[src/rtl/spi_frame_pkg.sv]
// spi_frame_pkg: shared opcodes, states, grant kinds and frame field positions for the SPI frame scheduler
package spi_frame_pkg;
  typedef enum logic [1:0] {OP_NOP = 2'b00, OP_RSVD = 2'b01, OP_WRITE = 2'b10, OP_READ = 2'b11} op_e;
  typedef enum logic {ST_IDLE, ST_LOADED} state_e;
  typedef enum logic [1:0] {G_IDLE, G_SRC, G_RB} grant_e;
  localparam int OP_HI   = 31;
  localparam int OP_LO   = 30;
  localparam int ADDR_HI = 29;
  localparam int ADDR_LO = 24;
  localparam int ERR_BIT = 16;
  localparam int DATA_HI = 15;
  localparam int DATA_LO = 0;
  function automatic logic [31:0] rb_frame(input logic [5:0] addr, input logic err, input logic [15:0] data);
    return {OP_READ, addr, 7'd0, err, data};
  endfunction
endpackage

[src/rtl/spi_frame_scheduler_rr_arbiter.sv]
// rr_arbiter: first requester at or above the pointer, wrapping modulo N
module rr_arbiter #(
  parameter int N = 4,
  localparam int W = N > 1 ? $clog2(N) : 1
) (
  input  logic [N-1:0] req_i,
  input  logic [W-1:0] ptr_i,
  output logic [W-1:0] grant_o,
  output logic         any_o
);
  function automatic logic [W-1:0] wrap(input int v);
    return W'(v % N);
  endfunction
  // scanning downward lets the closest requester to the pointer win last
  always_comb begin
    grant_o = '0;
    any_o = 1'b0;
    for (int k = N - 1; k >= 0; k--)
      if (req_i[wrap(int'(ptr_i) + k)]) begin
        grant_o = wrap(int'(ptr_i) + k);
        any_o = 1'b1;
      end
  end
endmodule

[src/rtl/spi_frame_scheduler.sv]
// spi_frame_scheduler: picks each outgoing SPI frame and decodes received frames into config writes/readbacks
module spi_frame_scheduler
  import spi_frame_pkg::*;
#(
  parameter int          N_SRC      = 4,
  parameter int          N_REG      = 8,
  parameter logic [31:0] IDLE_FRAME = 32'h4FDD_E000
) (
  input  logic                  clk,
  input  logic                  reset,
  input  logic                  spi_req,
  input  logic [31:0]           spi_rx_data,
  input  logic                  spi_rx_valid,
  output logic [31:0]           data_frame,
  input  logic [N_SRC-1:0]      src_valid,
  input  logic [32*N_SRC-1:0]   src_data,
  output logic [N_SRC-1:0]      src_ack,
  output logic [16*N_REG-1:0]   cfg_regs,
  output logic [N_REG-1:0]      cfg_wr,
  output logic                  err_pulse
);
  localparam int SW = N_SRC > 1 ? $clog2(N_SRC) : 1;
  logic                req_q;
  state_e              state_q;
  grant_e              kind_q;
  logic [SW-1:0]       gnt_idx_q, rr_q, rr_d, grant;
  logic                rb_pend_q, rb_pend_d;
  logic [5:0]          rb_addr_q, rb_addr_d;
  logic [31:0]         frame_q, frame_d;
  logic [N_SRC-1:0]    ack_q, ack_d;
  logic [16*N_REG-1:0] regs_q, regs_d;
  logic [N_REG-1:0]    wr_q, wr_d;
  logic                err_q, err_d;
  logic                request, done, any, addr_ok, rb_ok, wr_hit, rd_cmd;
  logic [15:0]         rb_val;
  op_e                 op;
  logic [5:0]          rx_addr;
  logic [15:0]         rx_data;
  logic                unused_rx;
  assign unused_rx = ^spi_rx_data[ERR_BIT+7:ERR_BIT];
  assign op      = op_e'(spi_rx_data[OP_HI:OP_LO]);
  assign rx_addr = spi_rx_data[ADDR_HI:ADDR_LO];
  assign rx_data = spi_rx_data[DATA_HI:DATA_LO];
  assign request = spi_req & ~req_q;
  assign done    = spi_rx_valid && state_q == ST_LOADED;
  assign addr_ok = int'(rx_addr) < N_REG;
  assign wr_hit  = spi_rx_valid && op == OP_WRITE && addr_ok;
  assign rd_cmd  = spi_rx_valid && op == OP_READ;
  assign err_d   = spi_rx_valid && (op == OP_RSVD || (op == OP_WRITE && !addr_ok));
  assign wr_d    = wr_hit ? N_REG'(1) << rx_addr : '0;
  assign ack_d   = (done && kind_q == G_SRC) ? src_valid & (N_SRC'(1) << gnt_idx_q) : '0;
  assign rr_d    = (done && kind_q == G_SRC) ? (gnt_idx_q == SW'(N_SRC - 1) ? '0 : gnt_idx_q + 1'b1) : rr_q;
  // a READ arriving with the readback's own completion re-arms the request
  assign rb_pend_d = rd_cmd | (rb_pend_q & ~(done && kind_q == G_RB));
  assign rb_addr_d = rd_cmd ? rx_addr : rb_addr_q;
  assign rb_ok     = int'(rb_addr_d) < N_REG;
  always_comb begin
    regs_d = regs_q;
    if (wr_hit) regs_d[16*int'(rx_addr) +: 16] = rx_data;
  end
  assign rb_val  = rb_ok ? regs_d[16*int'(rb_addr_d) +: 16] : '0;
  assign frame_d = rb_pend_d ? rb_frame(rb_addr_d, ~rb_ok, rb_val) : any ? src_data[32*int'(grant) +: 32] : IDLE_FRAME;
  rr_arbiter #(.N(N_SRC)) u_arb (
    .req_i   (src_valid),
    .ptr_i   (rr_d),
    .grant_o (grant),
    .any_o   (any)
  );
  always_ff @(posedge clk or posedge reset) begin
    if (reset) begin
      req_q     <= 1'b0;
      state_q   <= ST_IDLE;
      kind_q    <= G_IDLE;
      gnt_idx_q <= '0;
      rr_q      <= '0;
      rb_pend_q <= 1'b0;
      rb_addr_q <= '0;
      frame_q   <= IDLE_FRAME;
      ack_q     <= '0;
      regs_q    <= '0;
      wr_q      <= '0;
      err_q     <= 1'b0;
    end else begin
      req_q     <= spi_req;
      rr_q      <= rr_d;
      rb_pend_q <= rb_pend_d;
      rb_addr_q <= rb_addr_d;
      ack_q     <= ack_d;
      regs_q    <= regs_d;
      wr_q      <= wr_d;
      err_q     <= err_d;
      if (request) begin
        state_q   <= ST_LOADED;
        kind_q    <= rb_pend_d ? G_RB : any ? G_SRC : G_IDLE;
        gnt_idx_q <= grant;
        frame_q   <= frame_d;
      end else if (done) begin
        state_q <= ST_IDLE;
      end
    end
  end
  assign data_frame = frame_q;
  assign src_ack    = ack_q;
  assign cfg_regs   = regs_q;
  assign cfg_wr     = wr_q;
  assign err_pulse  = err_q;
endmodule

[config.mk]
export PLATFORM = sky130hd
export DESIGN_NAME = spi_frame_scheduler
export DESIGN_NICKNAME = d
export VERILOG_FILES = /design/src/rtl/spi_frame_pkg.sv /design/src/rtl/spi_frame_scheduler_rr_arbiter.sv /design/src/rtl/spi_frame_scheduler.sv
export SDC_FILE = /design/constraint.sdc
export NUM_CORES = 1
export LEC_CHECK = 0
export BUFFER_PORTS_ARGS = -buffer_cell sky130_fd_sc_hd__buf_4
export CAP_MARGIN = 20
export CORE_UTILIZATION = 45
export DETAILED_ROUTE_END_ITERATION = 7
export PLACE_DENSITY = 0.76
export SLEW_MARGIN = 20
export SYNTH_ARGS = -nofsm -noshare
export SYNTH_HDL_FRONTEND = slang
export SYNTH_HIERARCHICAL = 1
export SYNTH_SLANG_ARGS = --single-unit
[constraint.sdc]
create_clock -name clk -period 5.7 [get_ports clk]
set_input_delay 0.57 -clock clk [delete_from_list [all_inputs] [get_ports clk]]
set_output_delay 0.57 -clock clk [all_outputs]
set_load 0.005 [all_outputs]
Yosys cells after proc, flatten, opt, wreduce, memory -nomap -nowiden --
Index checks and enable logic that the tools add are counted.
Word-level totals: register bits after elaboration 188, input bits 168, output and inout port bits 173, word-level logic and storage cells 83
Operators by class: add/sub/neg operators 5, magnitude comparators 6, equality and inequality tests 6, shift-type cells 6, mux-type cells 30, bitwise logic cells 7, reductions and logical operators 11
Operator list (count):
- 128-bit bitwise mux | 1
- 128-bit 2-to-1 mux | 1
- 16-bit by 33-bit variable shift with 128-bit output (first input constant) | 1
- 128-bit by 11-bit indexed part select with 16-bit output | 1
- 128-bit by 8-bit indexed part select with 32-bit output | 1
- 16-bit by 33-bit indexed part select with 128-bit output | 1
- 32-bit 2-to-1 mux | 2
- 10-bit negation with 33-bit output | 1
- 16-bit 2-to-1 mux | 1
- 2-bit 2-to-1 mux | 7
- 2-bit by 3-bit < comparator with 1-bit output (second input constant) | 4
- 6-bit by 4-bit < comparator with 1-bit output (second input constant) | 2
- 1-bit 2-to-1 mux | 11
- 1-bit binary-select mux with 2-bit select | 4
- 2-bit == test (second input constant) | 4
- 1-bit logical AND | 8
- 8-bit 2-to-1 mux | 1
- 1-bit by 6-bit << shifter with 8-bit output (first input constant) | 1
- 6-bit 2-to-1 mux | 1
- 2-bit by 1-bit adder with 2-bit output (second input constant) | 2
- 2-bit adder (second input constant) | 2
- 4-bit bitwise AND | 1
- 2-bit by 1-bit == test with 1-bit output (second input constant) | 2
- 4-bit 2-to-1 mux | 1
- 7 further kinds | 10

Depth between registers and ports, before layout --
word-level depth 13, depth in mapped cells 13, depth with buffers taken out 11

Cells and area by module --
The synthesis kept the hierarchy.
By module, submodules not included:
- spi_frame_scheduler | instances 1, cells each 939, area an instance 9576.7 um^2, sequential area each 4722.0 um^2
- rr_arbiter | instances 1, cells each 13, area an instance 77.6 um^2, sequential area each 0.0 um^2

Worst setup path before layout --
OpenSTA, ideal clock, no wires.
path type input to register, from input port spi_rx_valid, to register frame_q[12] (netlist: data_frame[12]), setup time 128 ps, data arrival time 3171 ps, data required time 5572 ps, setup slack 2401 ps, stages 9, buffers on the path 2, path through and4b_1 -> mux2_2 -> mux2i_1 -> a211oi_2 -> clkbuf_1 -> buf_1 -> mux4_2 -> a21oi_1 -> o22ai_1
Between the ends: word-level cells in the longest chain between the ends 13, elaborated cells between the ends (all ways) 37, those cells by class add/sub: 3; order compare: 1; shift: 2; mux: 22; bitwise: 3; reduce/logical: 6
Ends and longest elaborated chain:
- start, declared | RTL line spi_frame_scheduler.sv:13 | input logic spi_rx_valid,
- 1-bit logical AND * | RTL line spi_frame_scheduler.sv:45 | assign done = spi_rx_valid && state_q == ST_LOADED;
- 1-bit logical AND * | RTL line spi_frame_scheduler.sv:52 | assign rr_d = (done && kind_q == G_SRC) ? (gnt_idx_q == SW'(N_SRC - 1) ? '0 : gnt_idx_q + 1'b1) : rr_q;
- 2-bit 2-to-1 mux * | RTL line spi_frame_scheduler.sv:52
- net rr_d[1] | RTL line spi_frame_scheduler.sv:26 | logic [SW-1:0] gnt_idx_q, rr_q, rr_d, grant;
- 2-bit adder | RTL line spi_frame_scheduler_rr_arbiter.sv:19 | if (req_i[wrap(int'(ptr_i) + k)]) begin
- 1-bit binary-select mux with 2-bit select | RTL line spi_frame_scheduler_rr_arbiter.sv:19
- 1-bit 2-to-1 mux (not written as such) | RTL line spi_frame_scheduler_rr_arbiter.sv:19
- 2-bit 2-to-1 mux (3 in a row) | RTL line spi_frame_scheduler_rr_arbiter.sv:19
- 2-bit 2-to-1 mux * | RTL line spi_frame_scheduler_rr_arbiter.sv:19
- net grant[0] | RTL line spi_frame_scheduler.sv:26
- 128-bit by 8-bit indexed part select with 32-bit output * | RTL line spi_frame_scheduler.sv:62 | assign frame_d = rb_pend_d ? rb_frame(rb_addr_d, ~rb_ok, rb_val) : any ? src_data[32*int'(grant) +: 32] : IDLE ...
- 32-bit 2-to-1 mux * (2 in a row) | RTL line spi_frame_scheduler.sv:62
- end signal, assigned | RTL line spi_frame_scheduler.sv:96 | frame_q <= frame_d;
- end, declared | RTL line spi_frame_scheduler.sv:29 | logic [31:0] frame_q, frame_d;
The timed path passes the listed nets; every way through them passes the cells marked *. The select of a mux whose other input is x is not followed. A chain may end at the register's enable or synchronous reset.

Worst setup path in the final report --
from register kind_q[1], to register frame_q[13] (netlist: data_frame[13])
Between the ends: word-level cells in the longest chain between the ends 13, elaborated cells between the ends (all ways) 30, those cells by class add/sub: 3; eq/ne: 2; shift: 1; mux: 19; bitwise: 3; reduce/logical: 2
Ends and longest elaborated chain:
- start, declared | RTL line spi_frame_scheduler.sv:25 | grant_e kind_q;
- start signal, assigned | RTL line spi_frame_scheduler.sv:94 | kind_q <= rb_pend_d ? G_RB : any ? G_SRC : G_IDLE;
- 2-bit by 1-bit == test with 1-bit output * | RTL line spi_frame_scheduler.sv:52
- 1-bit logical AND * | RTL line spi_frame_scheduler.sv:52
- 2-bit 2-to-1 mux * | RTL line spi_frame_scheduler.sv:52
- net rr_d[1] | RTL line spi_frame_scheduler.sv:26
- 2-bit adder | RTL line spi_frame_scheduler_rr_arbiter.sv:19
- 1-bit binary-select mux with 2-bit select | RTL line spi_frame_scheduler_rr_arbiter.sv:19
- 1-bit 2-to-1 mux (not written as such) | RTL line spi_frame_scheduler_rr_arbiter.sv:19
- 2-bit 2-to-1 mux (3 in a row) | RTL line spi_frame_scheduler_rr_arbiter.sv:19
- 2-bit 2-to-1 mux * | RTL line spi_frame_scheduler_rr_arbiter.sv:19
- net grant[0] | RTL line spi_frame_scheduler.sv:26
- 128-bit by 8-bit indexed part select with 32-bit output * | RTL line spi_frame_scheduler.sv:62
- 32-bit 2-to-1 mux * (2 in a row) | RTL line spi_frame_scheduler.sv:62
Marks and branches as above.

==> results.toml <==
[setup_path]
crit_required_ns = 6.05
rr_startpoint = "kind_q[1]$_DFFE_PP0P_"
rr_endpoint = "data_frame[13]$_DFFE_PP1P_"
worstPathArrival_ns = 4.05
worstSetupPathType = "reg -> reg"
end_kind = "flip-flop"
worstSetupStartpointType = "flip-flop"
r2r_slack_ns = 2.01
startpoint = "kind_q[1]$_DFFE_PP0P_"
path_max_fanout = 8
crit_path_end = "data_frame[13]$_DFFE_PP1P_"
worstRegToRegCells = 9

[detailed_routing]
highest-signal-layer = "met4"
wirelength_mm = 36.1
ant_nets = 0
firstDrtPassIters = 5
drt_iter0_markers = 896
drc = 0
wirelength_met1_mm = 14.2
viasPerCell = 5.97
vias = 9223
routed-wl-met3_mm = 3.73
wl_per_cell_um = 23.4
wl_met2_mm = 17.1

[final_layout]
syn_to_final_growth_pct = 34.9
seq_area_mm2 = 0.00472
final_util = 0.619
final_cell_mix = "buf_4 (345), dfrtp_1 (174), nand2_1 (172)"
layout_commonest_cell = "buf_4"
drive_gt1_frac = 0.376
nets = 1429
fill_cells = 1779
multi_input_area_mm2 = 0.00463

[floorplanning]
core_region_area_mm2 = 0.0210
start_util = 0.459
num_io_pins = 341
std_cell_rows = 53
dieArea_mm2 = 0.0220
die_w_um = 148
die_h_um = 148

[synthesis]
synth_cell_types = 76
ys_top_cells_by_area = "dfrtp_1 (45%), mux4_2 (7.5%), nand2_1 (6.7%)"
ys_warn_count = 6
ys_seq_elements = 188
synth_edf_count = 0
async_reset_ff_frac = 1.00
synth_area_leader_cell = "dfrtp_1"
yosysTopAreaCellShare = 0.451
netlist_area_mm2 = 0.00965
synthCells = 952
synth_fp_nets = 1126
postSynthAreaPerCell_um2 = 10.1
ys_seq_area_frac = 0.489
synthFlopType = "dfrtp_1"

[sta]
slew_viol_final = 0
hold_viol = 0
post-route-min-period_ns = 3.69
timing.hold.ws_ns = 0.266
setup_viol = 0
layout_setup_ws_ns = 2.01
fin_crit_sh = 0.648
tightest_slew_ns = 1.07
fmax_ghz = 0.271
fin_tns_setup_ns = 0
rsz0062_at_grt = "false"
clock_skew_ns = 0.0111
maxSlewHeadroom = 0.285

[clock_network]
clockBufferDepth = 2
clk_latency_ns = 0.43
cts_hold_buffers = 0
cts.sinks = 188
cts_setup_buffers = 0
cts_root_buf = "clkbuf_16"
cts_resized = 0
cts.clk_slew.worst_paths_ns = 0.07
cts_made_buffers = 17
cts_tree = "built"
htreeDepth = 4

[flow_run]
drv_cap = 0

[global_routing]
grt_antenna_before_repair = 2
grt_max_degree = 131
track_usage = 0.331
grt_overflow = 0
grt_pass1_vias = 9042
grt_pass1_wl_mm = 53.6

[placed_design]
gp_congestion = 0.878
portBuffers = 332
hpwl_mm = 26.8
post-place-ws_ns = 1.67

[power_and_ir_drop]
swShare = 0.306
p_leak_nw = 6.22
intPower_mw = 2.75
combPwrFrac = 0.288
clkPwrFrac = 0.325
peakVddDrop_v = 0.000307
p_switching_mw = 1.21
p_seq_frac = 0.387
p_per_area_mw_per_mm2 = 304

[status]
status = "finished clean"

[min_path]
hp-class = "in -> reg"
==> metrics by stage <==
step                total power, mW  std cells  cell area [µm²]
finish                         3.96       1545            13000
global route                   4.14       1545            13000
CTS                            3.96       1543            13000
detailed placement             2.69       1511            12400
global placement               2.67       1511            12400
floorplan                      2.21        952             9650
==> critical path, cell delays in order, from the launching register on <==
cell and delay [ns]:
dfrtp_1 0.41, and4b_1 0.41, mux2_2 0.43, mux2i_1 0.17, a211oi_4 0.60, buf_4 0.31, mux4_2 0.53, o21ai_0 0.37
a41oi_1 0.10, a41o_1 0.29
==> logic make-up after synthesis <==
kind of cell             Yosys count  synth area share
AO/OA/AOI/OAI                    262             0.172
multiplexers                      71             0.121
adder cells (fa/ha/maj)            6           0.00778
buffers and inverters             81            0.0345
XOR/XNOR                           2           0.00181
AND/OR/NAND/NOR                  342             0.174
flip-flops                       188             0.489
==> how the worst min path moves through the flow <==
stage	startpoint	endpoint	slack (ns)	cells past startpoint
5_1_grt	spi_req	req_q$_DFF_PP0_	0.25	1
2_1_floorplan	data_frame[30]$_DFFE_PP1P_	data_frame[30]$_DFFE_PP1P_	0.45	2
3_3_place_gp	data_frame[30]$_DFFE_PP1P_	data_frame[30]$_DFFE_PP1P_	0.45	2
6_report	spi_req	req_q$_DFF_PP0_	0.27	1
3_5_place_dp	data_frame[30]$_DFFE_PP1P_	data_frame[30]$_DFFE_PP1P_	0.45	2
4_1_cts	spi_req	req_q$_DFF_PP0_	0.25	1
==> metal layers <==
layer,vias up,global-route usage
li1,4093,-
met1,4528,0.436
met2,541,0.515
met3,61,0.0936
met4,0,0.135
met5,-,0
==> Yosys cell counts, types with 3 or more instances <==
library cell / instances
mux4_2: 32
o31ai_1: 7
a21o_1: 3
buf_1: 3
o21ai_1: 12
nor2b_1: 4
a211oi_1: 4
or3_1: 8
dfrtp_1: 174
nand2_1: 172
nor3_1: 7
inv_1: 16
o2111ai_1: 21
nand2b_1: 26
mux2i_1: 8
a31oi_1: 13
clkbuf_1: 45
o211ai_1: 37
mux2_2: 29
o21ai_0: 110
ha_1: 6
nand4_1: 4
a21oi_1: 19
buf_2: 12
o22ai_1: 9
o21a_1: 6
and2_1: 8
nor2_1: 38
nand3_1: 29
and3_1: 16
dfstp_2: 14
nor3_4: 4
==> power groups by stage <==
stage / combinational (mW) / sequential, mW / clock [mW]
2_1_floorplan: 0.669 / 1.54 / 0
3_3_place_gp: 1.12 / 1.55 / 0
3_5_place_dp: 1.13 / 1.55 / 0
4_1_cts: 1.14 / 1.53 / 1.29
5_1_grt: 1.24 / 1.55 / 1.35
6_report: 1.14 / 1.53 / 1.29
==> layout make-up <==
| type | instances | share of cell area |
|---|---|---|
| flip-flops and latches | 188 | 0.363 |
| multi-input cells | 683 | 0.356 |
| repair buffers | 346 | 0.200 |
| clock buffers | 22 | 0.0356 |
| well taps | 275 | 0.0264 |
| clock inverters | 10 | 0.0126 |
| inverters | 19 | 0.00625 |
| diodes | 2 | 0.000384 |
==> registers in the layout, indices dropped and copies added (netlist names) <==
signal,count
kind_q,2
err_pulse,1
req_q,1
state_q,1
src_ack,4
cfg_wr,8
rb_addr_q,6
rr_q,2
cfg_regs,128
rb_pend_q,1
gnt_idx_q,2
data_frame,32
No activity file was read; power rests on OpenSTA's default activity.
